## src/rtl/riscv_mc_ctrl_fsm_if.sv

```systemverilog
// Boundary of the multicycle control unit: instruction fields and ALU flags in, datapath enables out.
// Defining CTRL_PERF_EN adds the CNT_W parameter and the instret/stallCnt counter outputs.
interface riscv_mc_ctrl_fsm_if #(
  parameter int OP_W    = 3,
  parameter int FUNC3_W = 3,
  parameter int IMM_W   = 3
`ifdef CTRL_PERF_EN
  , parameter int CNT_W = 16
`endif
);
  logic [OP_W-1:0]    op;
  logic [FUNC3_W-1:0] func3;
  logic [1:0]         Branch_funct;
  logic               zero;
  logic               less;
  logic               greater;
  logic               memReady;

  logic               PCWrite;
  logic               adrSrc;
  logic               memWrite;
  logic               memReq;
  logic               IRWrite;
  logic               regWrite;
  logic [1:0]         resultSrc;
  logic [1:0]         ALUSrcA;
  logic [1:0]         ALUSrcB;
  logic [FUNC3_W-1:0] ALUControl;
  logic [IMM_W-1:0]   immSrc;
  logic               trap;
  logic               busErr;

`ifdef CTRL_PERF_EN
  logic [CNT_W-1:0]   instret;
  logic [CNT_W-1:0]   stallCnt;

  modport master (
    input  op, func3, Branch_funct, zero, less, greater, memReady,
    output PCWrite, adrSrc, memWrite, memReq, IRWrite, regWrite,
           resultSrc, ALUSrcA, ALUSrcB, ALUControl, immSrc, trap, busErr,
           instret, stallCnt
  );
  modport slave (
    output op, func3, Branch_funct, zero, less, greater, memReady,
    input  PCWrite, adrSrc, memWrite, memReq, IRWrite, regWrite,
           resultSrc, ALUSrcA, ALUSrcB, ALUControl, immSrc, trap, busErr,
           instret, stallCnt
  );
`else
  modport master (
    input  op, func3, Branch_funct, zero, less, greater, memReady,
    output PCWrite, adrSrc, memWrite, memReq, IRWrite, regWrite,
           resultSrc, ALUSrcA, ALUSrcB, ALUControl, immSrc, trap, busErr
  );
  modport slave (
    output op, func3, Branch_funct, zero, less, greater, memReady,
    input  PCWrite, adrSrc, memWrite, memReq, IRWrite, regWrite,
           resultSrc, ALUSrcA, ALUSrcB, ALUControl, immSrc, trap, busErr
  );
`endif
endinterface

```

## src/rtl/riscv_mc_ctrl_fsm.sv

```systemverilog
// Multicycle RISC-V control FSM with memReq/memReady handshake, bus timeout, LUI and illegal-op trap.
// Defining CTRL_PERF_EN adds the wrapping instret/stallCnt performance counters.
module riscv_mc_ctrl_fsm #(
  parameter int OP_W        = 3,
  parameter int FUNC3_W     = 3,
  parameter int IMM_W       = 3,
  parameter int MEM_TIMEOUT = 16
`ifdef CTRL_PERF_EN
  , parameter int CNT_W     = 16
`endif
) (
  input logic                 clk,
  input logic                 rst_n,
  riscv_mc_ctrl_fsm_if.master bus
);

  typedef enum logic [3:0] {
    S_FETCH, S_DECODE, S_MEM_ADR, S_MEM_READ, S_MEM_WRITE, S_MEM_WB, S_EXEC_R,
    S_EXEC_I, S_EXEC_U, S_ALU_WB, S_BRANCH, S_JAL, S_TRAP
  } state_e;

  localparam logic [OP_W-1:0]    OP_R      = OP_W'(0);
  localparam logic [OP_W-1:0]    OP_I      = OP_W'(1);
  localparam logic [OP_W-1:0]    OP_LOAD   = OP_W'(2);
  localparam logic [OP_W-1:0]    OP_STORE  = OP_W'(3);
  localparam logic [OP_W-1:0]    OP_BRANCH = OP_W'(4);
  localparam logic [OP_W-1:0]    OP_JAL    = OP_W'(5);
  localparam logic [OP_W-1:0]    OP_LUI    = OP_W'(6);
  localparam logic [IMM_W-1:0]   IMM_I     = IMM_W'(0);
  localparam logic [IMM_W-1:0]   IMM_S     = IMM_W'(1);
  localparam logic [IMM_W-1:0]   IMM_B     = IMM_W'(2);
  localparam logic [IMM_W-1:0]   IMM_J     = IMM_W'(3);
  localparam logic [IMM_W-1:0]   IMM_U     = IMM_W'(4);
  localparam logic [FUNC3_W-1:0] ALU_SUB   = FUNC3_W'(1);

  localparam int                WAIT_W    = (MEM_TIMEOUT > 1) ? $clog2(MEM_TIMEOUT) : 1;
  localparam logic [WAIT_W-1:0] WAIT_LAST = (MEM_TIMEOUT > 0) ? WAIT_W'(MEM_TIMEOUT - 1) : '0;

  state_e              state_q, state_d;
  logic [WAIT_W-1:0]   wait_q, wait_d;
  logic                bus_err_q, bus_err_d;
  logic                pc_write, adr_src, mem_write, mem_req, ir_write, reg_write;
  logic [1:0]          result_src, alu_src_a, alu_src_b;
  logic [FUNC3_W-1:0]  alu_control;
  logic [IMM_W-1:0]    imm_src;
  logic                taken, timeout;

  always_comb begin
    state_d     = state_q;
    pc_write    = 1'b0;
    adr_src     = 1'b0;
    mem_write   = 1'b0;
    mem_req     = 1'b0;
    ir_write    = 1'b0;
    reg_write   = 1'b0;
    result_src  = 2'b00;
    alu_src_a   = 2'b00;
    alu_src_b   = 2'b00;
    alu_control = '0;
    imm_src     = '0;
    timeout     = 1'b0;

    unique case (bus.Branch_funct)
      2'b00:   taken = bus.zero;
      2'b01:   taken = !bus.zero;
      2'b10:   taken = bus.less;
      default: taken = bus.greater;
    endcase

    case (state_q)
      S_FETCH: begin
        mem_req    = 1'b1;
        alu_src_b  = 2'b10;
        result_src = 2'b10;
        if (bus.memReady) begin
          ir_write = 1'b1;
          pc_write = 1'b1;
          state_d  = S_DECODE;
        end
      end
      S_DECODE: begin
        alu_src_a = 2'b01;
        alu_src_b = 2'b01;
        imm_src   = (bus.op == OP_JAL) ? IMM_J : IMM_B;
        case (bus.op)
          OP_R:               state_d = S_EXEC_R;
          OP_I:               state_d = S_EXEC_I;
          OP_LOAD, OP_STORE:  state_d = S_MEM_ADR;
          OP_BRANCH:          state_d = S_BRANCH;
          OP_JAL:             state_d = S_JAL;
          OP_LUI:             state_d = S_EXEC_U;
          default:            state_d = S_TRAP;
        endcase
      end
      S_MEM_ADR: begin
        alu_src_a = 2'b10;
        alu_src_b = 2'b01;
        imm_src   = (bus.op == OP_STORE) ? IMM_S : IMM_I;
        state_d   = (bus.op == OP_STORE) ? S_MEM_WRITE : S_MEM_READ;
      end
      S_MEM_READ: begin
        mem_req = 1'b1;
        adr_src = 1'b1;
        if (bus.memReady) state_d = S_MEM_WB;
      end
      S_MEM_WRITE: begin
        mem_req   = 1'b1;
        mem_write = 1'b1;
        adr_src   = 1'b1;
        if (bus.memReady) state_d = S_FETCH;
      end
      S_MEM_WB: begin
        result_src = 2'b01;
        reg_write  = 1'b1;
        state_d    = S_FETCH;
      end
      S_EXEC_R: begin
        alu_src_a   = 2'b10;
        alu_control = bus.func3;
        state_d     = S_ALU_WB;
      end
      S_EXEC_I: begin
        alu_src_a   = 2'b10;
        alu_src_b   = 2'b01;
        imm_src     = IMM_I;
        alu_control = bus.func3;
        state_d     = S_ALU_WB;
      end
      S_EXEC_U: begin
        alu_src_a = 2'b11;
        alu_src_b = 2'b01;
        imm_src   = IMM_U;
        state_d   = S_ALU_WB;
      end
      S_ALU_WB: begin
        reg_write = 1'b1;
        state_d   = S_FETCH;
      end
      S_BRANCH: begin
        alu_src_a   = 2'b10;
        alu_control = ALU_SUB;
        pc_write    = taken;
        state_d     = S_FETCH;
      end
      S_JAL: begin
        alu_src_a = 2'b01;
        alu_src_b = 2'b10;
        pc_write  = 1'b1;
        state_d   = S_ALU_WB;
      end
      S_TRAP:  state_d = S_TRAP;
      default: state_d = S_TRAP;
    endcase

    // A ready arriving on the last allowed wait cycle completes the access instead of trapping.
    if (MEM_TIMEOUT != 0 && mem_req && !bus.memReady && wait_q == WAIT_LAST) begin
      timeout = 1'b1;
      state_d = S_TRAP;
    end
    bus_err_d = bus_err_q | timeout;
    wait_d    = (mem_req && !bus.memReady && state_d == state_q) ? wait_q + 1'b1 : '0;
  end

  always_ff @(posedge clk or negedge rst_n) begin
    if (!rst_n) begin
      state_q   <= S_FETCH;
      wait_q    <= '0;
      bus_err_q <= 1'b0;
    end else begin
      state_q   <= state_d;
      wait_q    <= wait_d;
      bus_err_q <= bus_err_d;
    end
  end

  // Reset gates every output so an in-flight access is dropped the moment rst_n falls.
  assign bus.PCWrite    = rst_n & pc_write;
  assign bus.adrSrc     = rst_n & adr_src;
  assign bus.memWrite   = rst_n & mem_write;
  assign bus.memReq     = rst_n & mem_req;
  assign bus.IRWrite    = rst_n & ir_write;
  assign bus.regWrite   = rst_n & reg_write;
  assign bus.resultSrc  = rst_n ? result_src  : '0;
  assign bus.ALUSrcA    = rst_n ? alu_src_a   : '0;
  assign bus.ALUSrcB    = rst_n ? alu_src_b   : '0;
  assign bus.ALUControl = rst_n ? alu_control : '0;
  assign bus.immSrc     = rst_n ? imm_src     : '0;
  assign bus.trap       = rst_n & (state_q == S_TRAP);
  assign bus.busErr     = rst_n & bus_err_q;

`ifdef CTRL_PERF_EN
  logic [CNT_W-1:0] instret_q, instret_d, stall_q, stall_d;

  always_comb begin
    instret_d = instret_q;
    stall_d   = stall_q;
    if (state_q != S_TRAP) begin
      if (state_d == S_FETCH && state_q != S_FETCH) instret_d = instret_q + 1'b1;
      if (mem_req && !bus.memReady) stall_d = stall_q + 1'b1;
    end
  end

  always_ff @(posedge clk or negedge rst_n) begin
    if (!rst_n) begin
      instret_q <= '0;
      stall_q   <= '0;
    end else begin
      instret_q <= instret_d;
      stall_q   <= stall_d;
    end
  end

  assign bus.instret  = instret_q;
  assign bus.stallCnt = stall_q;
`endif

endmodule

```

## src/flat_wrapper.sv

```systemverilog
// flat-port wrapper written by rule: the top's interface ports become plain ports
module riscv_mc_ctrl_fsm_flat 
#(
  parameter int OP_W        = 3,
  parameter int FUNC3_W     = 3,
  parameter int IMM_W       = 3,
  parameter int MEM_TIMEOUT = 16

)
  (clk, rst_n, bus_op, bus_func3, bus_Branch_funct, bus_zero, bus_less, bus_greater, bus_memReady, bus_PCWrite, bus_adrSrc, bus_memWrite, bus_memReq, bus_IRWrite, bus_regWrite, bus_resultSrc, bus_ALUSrcA, bus_ALUSrcB, bus_ALUControl, bus_immSrc, bus_trap, bus_busErr);
  riscv_mc_ctrl_fsm_if #(.OP_W(OP_W), .FUNC3_W(FUNC3_W), .IMM_W(IMM_W)) bus_i ();
  input logic clk;
  input logic rst_n;
  input wire logic [$bits(bus_i.op)-1:0] bus_op;
  input wire logic [$bits(bus_i.func3)-1:0] bus_func3;
  input wire logic [$bits(bus_i.Branch_funct)-1:0] bus_Branch_funct;
  input wire logic [$bits(bus_i.zero)-1:0] bus_zero;
  input wire logic [$bits(bus_i.less)-1:0] bus_less;
  input wire logic [$bits(bus_i.greater)-1:0] bus_greater;
  input wire logic [$bits(bus_i.memReady)-1:0] bus_memReady;
  output wire logic [$bits(bus_i.PCWrite)-1:0] bus_PCWrite;
  output wire logic [$bits(bus_i.adrSrc)-1:0] bus_adrSrc;
  output wire logic [$bits(bus_i.memWrite)-1:0] bus_memWrite;
  output wire logic [$bits(bus_i.memReq)-1:0] bus_memReq;
  output wire logic [$bits(bus_i.IRWrite)-1:0] bus_IRWrite;
  output wire logic [$bits(bus_i.regWrite)-1:0] bus_regWrite;
  output wire logic [$bits(bus_i.resultSrc)-1:0] bus_resultSrc;
  output wire logic [$bits(bus_i.ALUSrcA)-1:0] bus_ALUSrcA;
  output wire logic [$bits(bus_i.ALUSrcB)-1:0] bus_ALUSrcB;
  output wire logic [$bits(bus_i.ALUControl)-1:0] bus_ALUControl;
  output wire logic [$bits(bus_i.immSrc)-1:0] bus_immSrc;
  output wire logic [$bits(bus_i.trap)-1:0] bus_trap;
  output wire logic [$bits(bus_i.busErr)-1:0] bus_busErr;
  assign bus_i.op = bus_op;
  assign bus_i.func3 = bus_func3;
  assign bus_i.Branch_funct = bus_Branch_funct;
  assign bus_i.zero = bus_zero;
  assign bus_i.less = bus_less;
  assign bus_i.greater = bus_greater;
  assign bus_i.memReady = bus_memReady;
  assign bus_PCWrite = bus_i.PCWrite;
  assign bus_adrSrc = bus_i.adrSrc;
  assign bus_memWrite = bus_i.memWrite;
  assign bus_memReq = bus_i.memReq;
  assign bus_IRWrite = bus_i.IRWrite;
  assign bus_regWrite = bus_i.regWrite;
  assign bus_resultSrc = bus_i.resultSrc;
  assign bus_ALUSrcA = bus_i.ALUSrcA;
  assign bus_ALUSrcB = bus_i.ALUSrcB;
  assign bus_ALUControl = bus_i.ALUControl;
  assign bus_immSrc = bus_i.immSrc;
  assign bus_trap = bus_i.trap;
  assign bus_busErr = bus_i.busErr;
  riscv_mc_ctrl_fsm #(.OP_W(OP_W), .FUNC3_W(FUNC3_W), .IMM_W(IMM_W), .MEM_TIMEOUT(MEM_TIMEOUT)) u_core (.clk(clk), .rst_n(rst_n), .bus(bus_i));
endmodule
```

## config.mk

```make
export PLATFORM = sky130hd
export DESIGN_NAME = riscv_mc_ctrl_fsm_flat
export DESIGN_NICKNAME = d
export VERILOG_FILES = /design/src/rtl/riscv_mc_ctrl_fsm_if.sv /design/src/rtl/riscv_mc_ctrl_fsm.sv /design/src/flat_wrapper.sv
export SDC_FILE = /design/constraint.sdc
export NUM_CORES = 1
export LEC_CHECK = 0
export BUFFER_PORTS_ARGS = -buffer_cell sky130_fd_sc_hd__buf_2
export CAP_MARGIN = 20
export CORE_UTILIZATION = 51
export DETAILED_ROUTE_END_ITERATION = 8
export PLACE_DENSITY = 0.87
export SLEW_MARGIN = 10
export SYNTH_ARGS = -nofsm -noshare
export SYNTH_HDL_FRONTEND = slang
export SYNTH_SLANG_ARGS = --single-unit
```

## constraint.sdc

```tcl
create_clock -name clk -period 3.1 [get_ports clk]
set_input_delay 0.62 -clock clk [delete_from_list [all_inputs] [get_ports clk]]
set_output_delay 0.62 -clock clk [all_outputs]
set_load 0.05 [all_outputs]
```

==> metrics.md, run 1 <==
| Metric | Value |
|---|---|
| Status | completed |
| Die span in x | 43.2 microns |
| Largest stage delay, worst path | 0.62 ns |
| Synth cell count leaders | nor2_1 (11), dfrtp_1 (9), nand2_1 (8) |
| Critical path class | flop to primary output |
| Area share of xor/xnor cells in the synthesized design | 4.05% |
| Most frequent cell after synthesis | nor2_1 |
| Share of layout cells above drive strength 1 | 31.6% |
| Hold Buf Count CTS | 0 |
| Routed WL | 1880 microns |
| Post-layout worst setup margin | 0.507 ns |
| Buf/Inv on CP | 1 |
| Slew headroom | 56.6% |
| Max FO, Critical Path | 23 |
| CTS Sinks | 9 |
| Slowest cell on crit path | dfrtp_1 |
| Post-route ant nets | 0 |
| DRT iter0 DRCs | 12 |
| Yosys cell types | 44 |
| Fin nets | 152 |
| Crit path max-delay family | simple AND/OR/NAND/NOR gates |
| Seq cells post-synth | 9 |
| Drt drc | 0 |
| Ys flop type | dfrtp_1 |
| DP Worst Slack | 0.781 ns |
| EDFF count, synth | 0 |
| Largest area contributor in the netlist | dfrtp_1 |
| Type of origin of the critical path | flop |
| Reg2reg path depth | 4 |
| CP Data Required Time | 2.48 ns |
| Antenna cells | 0 |
| Post-synthesis compound-gate area fraction | 21.4% |
| I/O Buffers | 33 |
| Tcrit/Tclk final | 83.6% |
| Max Clock Freq | 386 MHz |
| Crit path time final | 2.59 ns |
| RSZ-0062 raised after global routing | false |
| CTS HTree Levels | 1 |
| Synth top area cells | dfrtp_1 (26%), nor2_1 (4.8%), nand3b_1 (4.3%) |
| Hold_ws | 0.266 ns |
| Row cnt | 14 |
| Area growth syn-to-layout | 19.2% |
| DR vias | 893 |
| Pwr/cell area | 218 nW/um^2 |
| Clock slew at reported path FFs | 0.06 ns |
| Tot GR Track Use | 21.8% |
| Mux cell area share after synthesis | 2.32% |
| Largest family of logic cells by synthesized area | simple AND/OR/NAND/NOR gates |
| Pre-antenna DRT Iters | 4 |
| Gp weighted congestion | 0.807 |
| Power Total | 225 uW |
| Post-Syn Instances | 107 |
| Post-Syn Nets | 122 |
| Final hold vios | 0 |
| Layout Skew | 0.00554 ns |
| Ys async rst share | 100% |
| Simple-gate share of the synthesized area | 39.1% |
| GRT overflow | 0 |
| Starting Density | 56.1% |
| WL/cell | 12.4 microns |
| Hpwl dp | 1390 microns |
| Sequential share of the synthesized area | 26.0% |
| MaxCap Viol Count | 0 |
| Adder-cell share of the synthesized area | 1.45% |
| Reg2Reg Setup Slack | 1.36 ns |
| CTS tree | built |
| Vias in the first global route | 793 |
| Die area | 1860 sq um |
| Post-Synthesis Cell Area | 865 sq um |
| Setup TNS | 0 ns |
| Die Y | 43.2 microns |
| Post-synth top area share | 26.0% |
| First-pass GRT wire length | 3210 microns |
| Maximum vdd drop | 0.000239 V |
| Worst-skew pair later-pin latency | 0.25 ns |
| Total CTS buffers | 3 |
| Worst Setup End Kind | primary output |
| Setup-failing EPs final | 0 |
| Slew Viols, Final | 0 |
| Critical Path, Cell by Cell | nor2_2 -> nand2_1 -> nor3_1 -> or2_1 -> buf_2 |
| Area of the core | 1540 sq um |
| Initial antenna violation count | 0 |
| R2r startpoint | u_core.state_q[1] |
| Post-CTS resize count | 0 |
| Leak pwr | 0.000465 uW |
| Worst slew pin tran | 0.651 ns |
| Root Driver | clkbuf_4 |
| Final cell count without fillers | 152 |
| Syn Area/Cell | 8.08 sq um |
| Crit path DAT | 1.97 ns |
| Postcts setup bufs | 0 |
| Num ports | 34 |
| Bufs on Longest Clock Path | 2 |
| Yosys warns | 0 |
| R2R Path End | u_core.state_q[2] |
| # fillers | 129 |
| Placed Cells | 148 |
| Largest net degree at the start of global routing | 24 |
| Hold WC Path Type | input pin to async pin |
| Vias per inst | 5.88 |
registers in the layout, indices dropped and copies added, names as in the netlist:
register          flops
u_core.bus_err_q      1
u_core.state_q        4
u_core.wait_q         4
how the worst max path moves through the flow:
stage	from	endpoint	slack, ns	cells past startpoint
3_5_place_dp	rst_n	bus_memReq	0.78	5
3_3_place_gp	u_core.state_q[1]	bus_memReq	0.85	5
5_1_grt	u_core.state_q[1]	bus_memReq	0.35	5
4_1_cts	u_core.state_q[1]	bus_memReq	0.51	5
2_1_floorplan	u_core.state_q[0]	bus_memReq	0.09	4
6_report	u_core.state_q[1]	bus_memReq	0.51	5
power by group:
part           internal, uW  leakage (uW)  switching (uW)
Combinational          9.55      0.000335            14.6
Clock                  49.1     0.0000150            34.1
Sequential              118      0.000115               0
Total                   176      0.000465            48.7
layout make-up:
cell class	count	area (sq um)	share of cell area (%)
Clock buffer	4	26.3	2.55
Inverter	1	3.75	0.364
Multi-Input combinational cell	89	591	57.3
Sequential cell	9	225	21.8
Tap cell	16	20.0	1.94
Timing Repair Buffer	33	165	16.0
cell usage in the layout (no fill, tap or decap), types with 2 or more instances in the layout:
cell	synthesis	final
a211o_1	2	2
a21oi_1	5	5
a31oi_1	3	3
and2_1	3	3
and4_1	3	3
buf_2	3	33
clkbuf_4	0	3
dfrtp_1	9	9
mux2i_1	2	2
nand2_1	8	8
nand2b_1	3	3
nand3_1	4	4
nand3b_1	5	5
nor2_1	11	11
nor2b_1	3	3
nor3_1	4	4
nor3b_1	3	3
o21ai_0	4	4
o21bai_1	2	2
xnor2_1	3	3
layer usage:
metal,share of wire (%),GRT usage [%],vias up
li1,-,-,456
met1,45,26.8,411
met2,50,37.3,24
met3,4.5,2.98,2
met4,0.53,9.70,0
met5,0,0,-
cells by family (layout without fill, tap and decap cells):
group,after synthesis,in the layout
adder cells (fa/ha/maj),1,1
flip-flops,9,9
buffers and inverters,9,38
AO/OA/AOI/OAI,26,26
multiplexers,2,2
XOR/XNOR,4,4
AND/OR/NAND/NOR,56,56
metrics by stage:
step / util (%) / area [sq um]
floorplan: - / 865
global placement: 65.2 / 1000
detailed placement: 65.2 / 1000
CTS: 66.9 / 1030
global route: 66.9 / 1030
finish: 66.9 / 1030
(Power assumes the default switching activity.)
==> run 2, diff against run 1 <==
--- a/config.mk
+++ b/config.mk
@@ -7,9 +7,9 @@
 export LEC_CHECK = 0
 export BUFFER_PORTS_ARGS = -buffer_cell sky130_fd_sc_hd__buf_2
 export CAP_MARGIN = 20
-export CORE_UTILIZATION = 51
+export CORE_UTILIZATION = 43
 export DETAILED_ROUTE_END_ITERATION = 8
-export PLACE_DENSITY = 0.87
+export PLACE_DENSITY = 0.79
 export SLEW_MARGIN = 10
 export SYNTH_ARGS = -nofsm -noshare
 export SYNTH_HDL_FRONTEND = slang
==> constraint.sdc (replaced) <==
create_clock -name clk -period 2.25 [get_ports clk]
set_input_delay 0.45 -clock clk [delete_from_list [all_inputs] [get_ports clk]]
set_output_delay 0.45 -clock clk [all_outputs]
set_load 0.05 [all_outputs]
==> metrics.md, run 2 (synthesis results as in run 1) <==
| Metric | Value |
|---|---|
| Starting Density | 48.0% (-8.1 points) |
| Hold_ws | 0.241 ns (-0.0246 ns) |
| Max Clock Freq | 466 MHz |
| CTS Sinks | 9 (unchanged) |
| Vias per inst | 5.35 (-9.0%) |
| Crit path DAT | 1.70 ns (-0.27 ns) |
| Clock slew at reported path FFs | 0.06 ns (about the same) |
| DR vias | 893 (unchanged) |
| Fin nets | 158 (+3.9%) |
| CTS tree | built |
| Num ports | 34 (unchanged) |
| Maximum vdd drop | 0.000236 V (-1.4%) |
| Hpwl dp | 1680 microns (+21%) |
| Tcrit/Tclk final | 95.5% |
| DRT iter0 DRCs | 4 (-8) |
| Largest net degree at the start of global routing | 18 (-25%) |
| Most common cell after layout, fill and taps aside | buf_2 |
| Sequential fraction of design power | 51.3% (-1.0 points) |
| Pwr/cell area | 282 nW/um^2 (+29%) |
| Share of layout cells above drive strength 1 | 38.0% (+6.4 points) |
| Layout Skew | 0.00486 ns (-0.000677 ns) |
| Die area | 2190 sq um (+18%) |
| Status | completed |
| GRT overflow | 0 (unchanged) |
| Worst Setup End Kind | primary output |
| Max FO, Critical Path | 17 (-26%) |
| Drt drc | 0 (unchanged) |
| Sw Pwr | 70.9 uW (+46%) |
| Hold WC Path Type | input pin to async pin |
| WL/cell | 12.3 microns (-0.42%) |
| Switch share | 22.5% (+0.83 points) |
| Bufs on Longest Clock Path | 2 (unchanged) |
| Slew Viols, Final | 0 (unchanged) |
| Total CTS buffers | 3 (unchanged) |
| DP Worst Slack | 0.331 ns (-0.450 ns) |
| MaxCap Viol Count | 0 (unchanged) |
| CP Data Required Time | 1.80 ns (-0.68 ns) |
| Pre-antenna DRT Iters | 4 (unchanged) |
| Area of the core | 1800 sq um (+17%) |
| Slew headroom | 78.9% (+22 points) |
| Root Driver | clkbuf_4 |
| Vias in the first global route | 779 (-1.8%) |
| Clock share of power | 37.1% (about the same) |
| I/O Buffers | 33 (unchanged) |
| Hold Buf Count CTS | 0 (unchanged) |
| Leak pwr | 0.000496 uW (+6.6%) |
| Antenna cells | 0 (unchanged) |
| Gp weighted congestion | 0.807 (about the same) |
| # fillers | 170 (+32%) |
| Biggest regs | u_core.state_q (4), u_core.wait_q (4), u_core.bus_err_q (1) |
| Final hold vios | 0 (unchanged) |
| Routed WL | 2060 microns (+9.4%) |
| Die Y | 46.8 microns (+8.5%) |
| RSZ-0062 raised after global routing | false |
| Most frequent cells in the layout | buf_2 (32), nor2_1 (11), nand2_1 (8), dfrtp_1 (7), buf_4 (6) |
| Worst-skew pair later-pin latency | 0.25 ns (about the same) |
| Crit path time final | 2.15 ns |
| Die span in x | 46.8 microns (+8.5%) |
| Area growth syn-to-layout | 29.4% |
| Type of origin of the critical path | flop |
| Setup-failing EPs final | 0 (unchanged) |
| Post-layout worst setup margin | 0.102 ns (-0.405 ns) |
| Gate power share | 11.5% (+0.8 points) |
| Critical path class | flop to primary output |
| Initial antenna violation count | 0 (unchanged) |
| Worst slew pin tran | 0.317 ns (-0.334 ns) |
| First-pass GRT wire length | 3230 microns (+0.65%) |
| Tot GR Track Use | 20.6% (-1.2 points) |
| Int Power | 244 uW (+39%) |
| Row cnt | 15 (+1) |
| Post-route ant nets | 0 (unchanged) |
| CTS HTree Levels | 1 (unchanged) |
## run 2: path summary, 6_finish.rpt
kind,slack [ns],cells after the start,startpoint,to
max,0.10,4,u_core.state_q[1],bus_ALUSrcB[1]
min,0.24,2,rst_n,u_core.wait_q[3]
max reg2reg,0.72,5,u_core.state_q[3],u_core.state_q[3]
min reg2reg,0.47,1,u_core.bus_err_q,u_core.bus_err_q
max in group asynchronous,1.85,2,rst_n,u_core.state_q[0]
min in group clk,0.47,1,u_core.bus_err_q,u_core.bus_err_q
## run 2: power groups by stage
stage / Sequential [uW] / Combinational, uW / Clock (uW)
after floorplan: 165 / 13.8 / 0
after global placement: 165 / 35.1 / 0
after detailed placement: 165 / 36.5 / 0
after CTS: 162 / 36.5 / 126
after global routing: 162 / 40.3 / 136
final: 162 / 36.4 / 117
## run 2: worst max-delay path: stages (launching register included)
cell and delay, ns:
dfrtp_1 0.46, buf_4 0.23, or3_1 0.37, a21oi_1 0.15
clkbuf_4 0.24
## run 2: metal layers
layer	vias up	track usage [%]	wire, microns
li1	465	-	-
met1	403	23.8	901
met2	21	37.5	1070
met3	4	2.69	68
met4	0	9.71	23
met5	-	0	0
## run 2: area by class of cell
| class | instances | area [sq um] | area share [%] |
|---|---|---|---|
| repair buffers | 39 | 213 | 19.0 |
| multi-input cells | 89 | 617 | 55.1 |
| well taps | 25 | 31.3 | 2.80 |
| inverters | 1 | 3.75 | 0.336 |
| clock buffers | 4 | 26.3 | 2.35 |
| flip-flops and latches | 9 | 228 | 20.4 |
## run 2: what timing repair did
item / in CTS / in global routing
gates resized for setup: 0 / 4
buffers inserted: 0 / 0
setup endpoints to repair: 0 / 3
## run 2: stage by stage
step | cell area (sq um) | setup TNS (ns) | cells | util (%) | total power, uW
after CTS | 1110 | 0 | 167 | 61.5 | 324
after floorplan | 886 | -0.134 | 107 | - | 179
after global placement | 1080 | 0 | 163 | 60.1 | 200
after detailed placement | 1080 | 0 | 163 | 60.1 | 201
final | 1120 | 0 | 167 | 62.1 | 315
after global routing | 1120 | 0 | 167 | 62.1 | 338
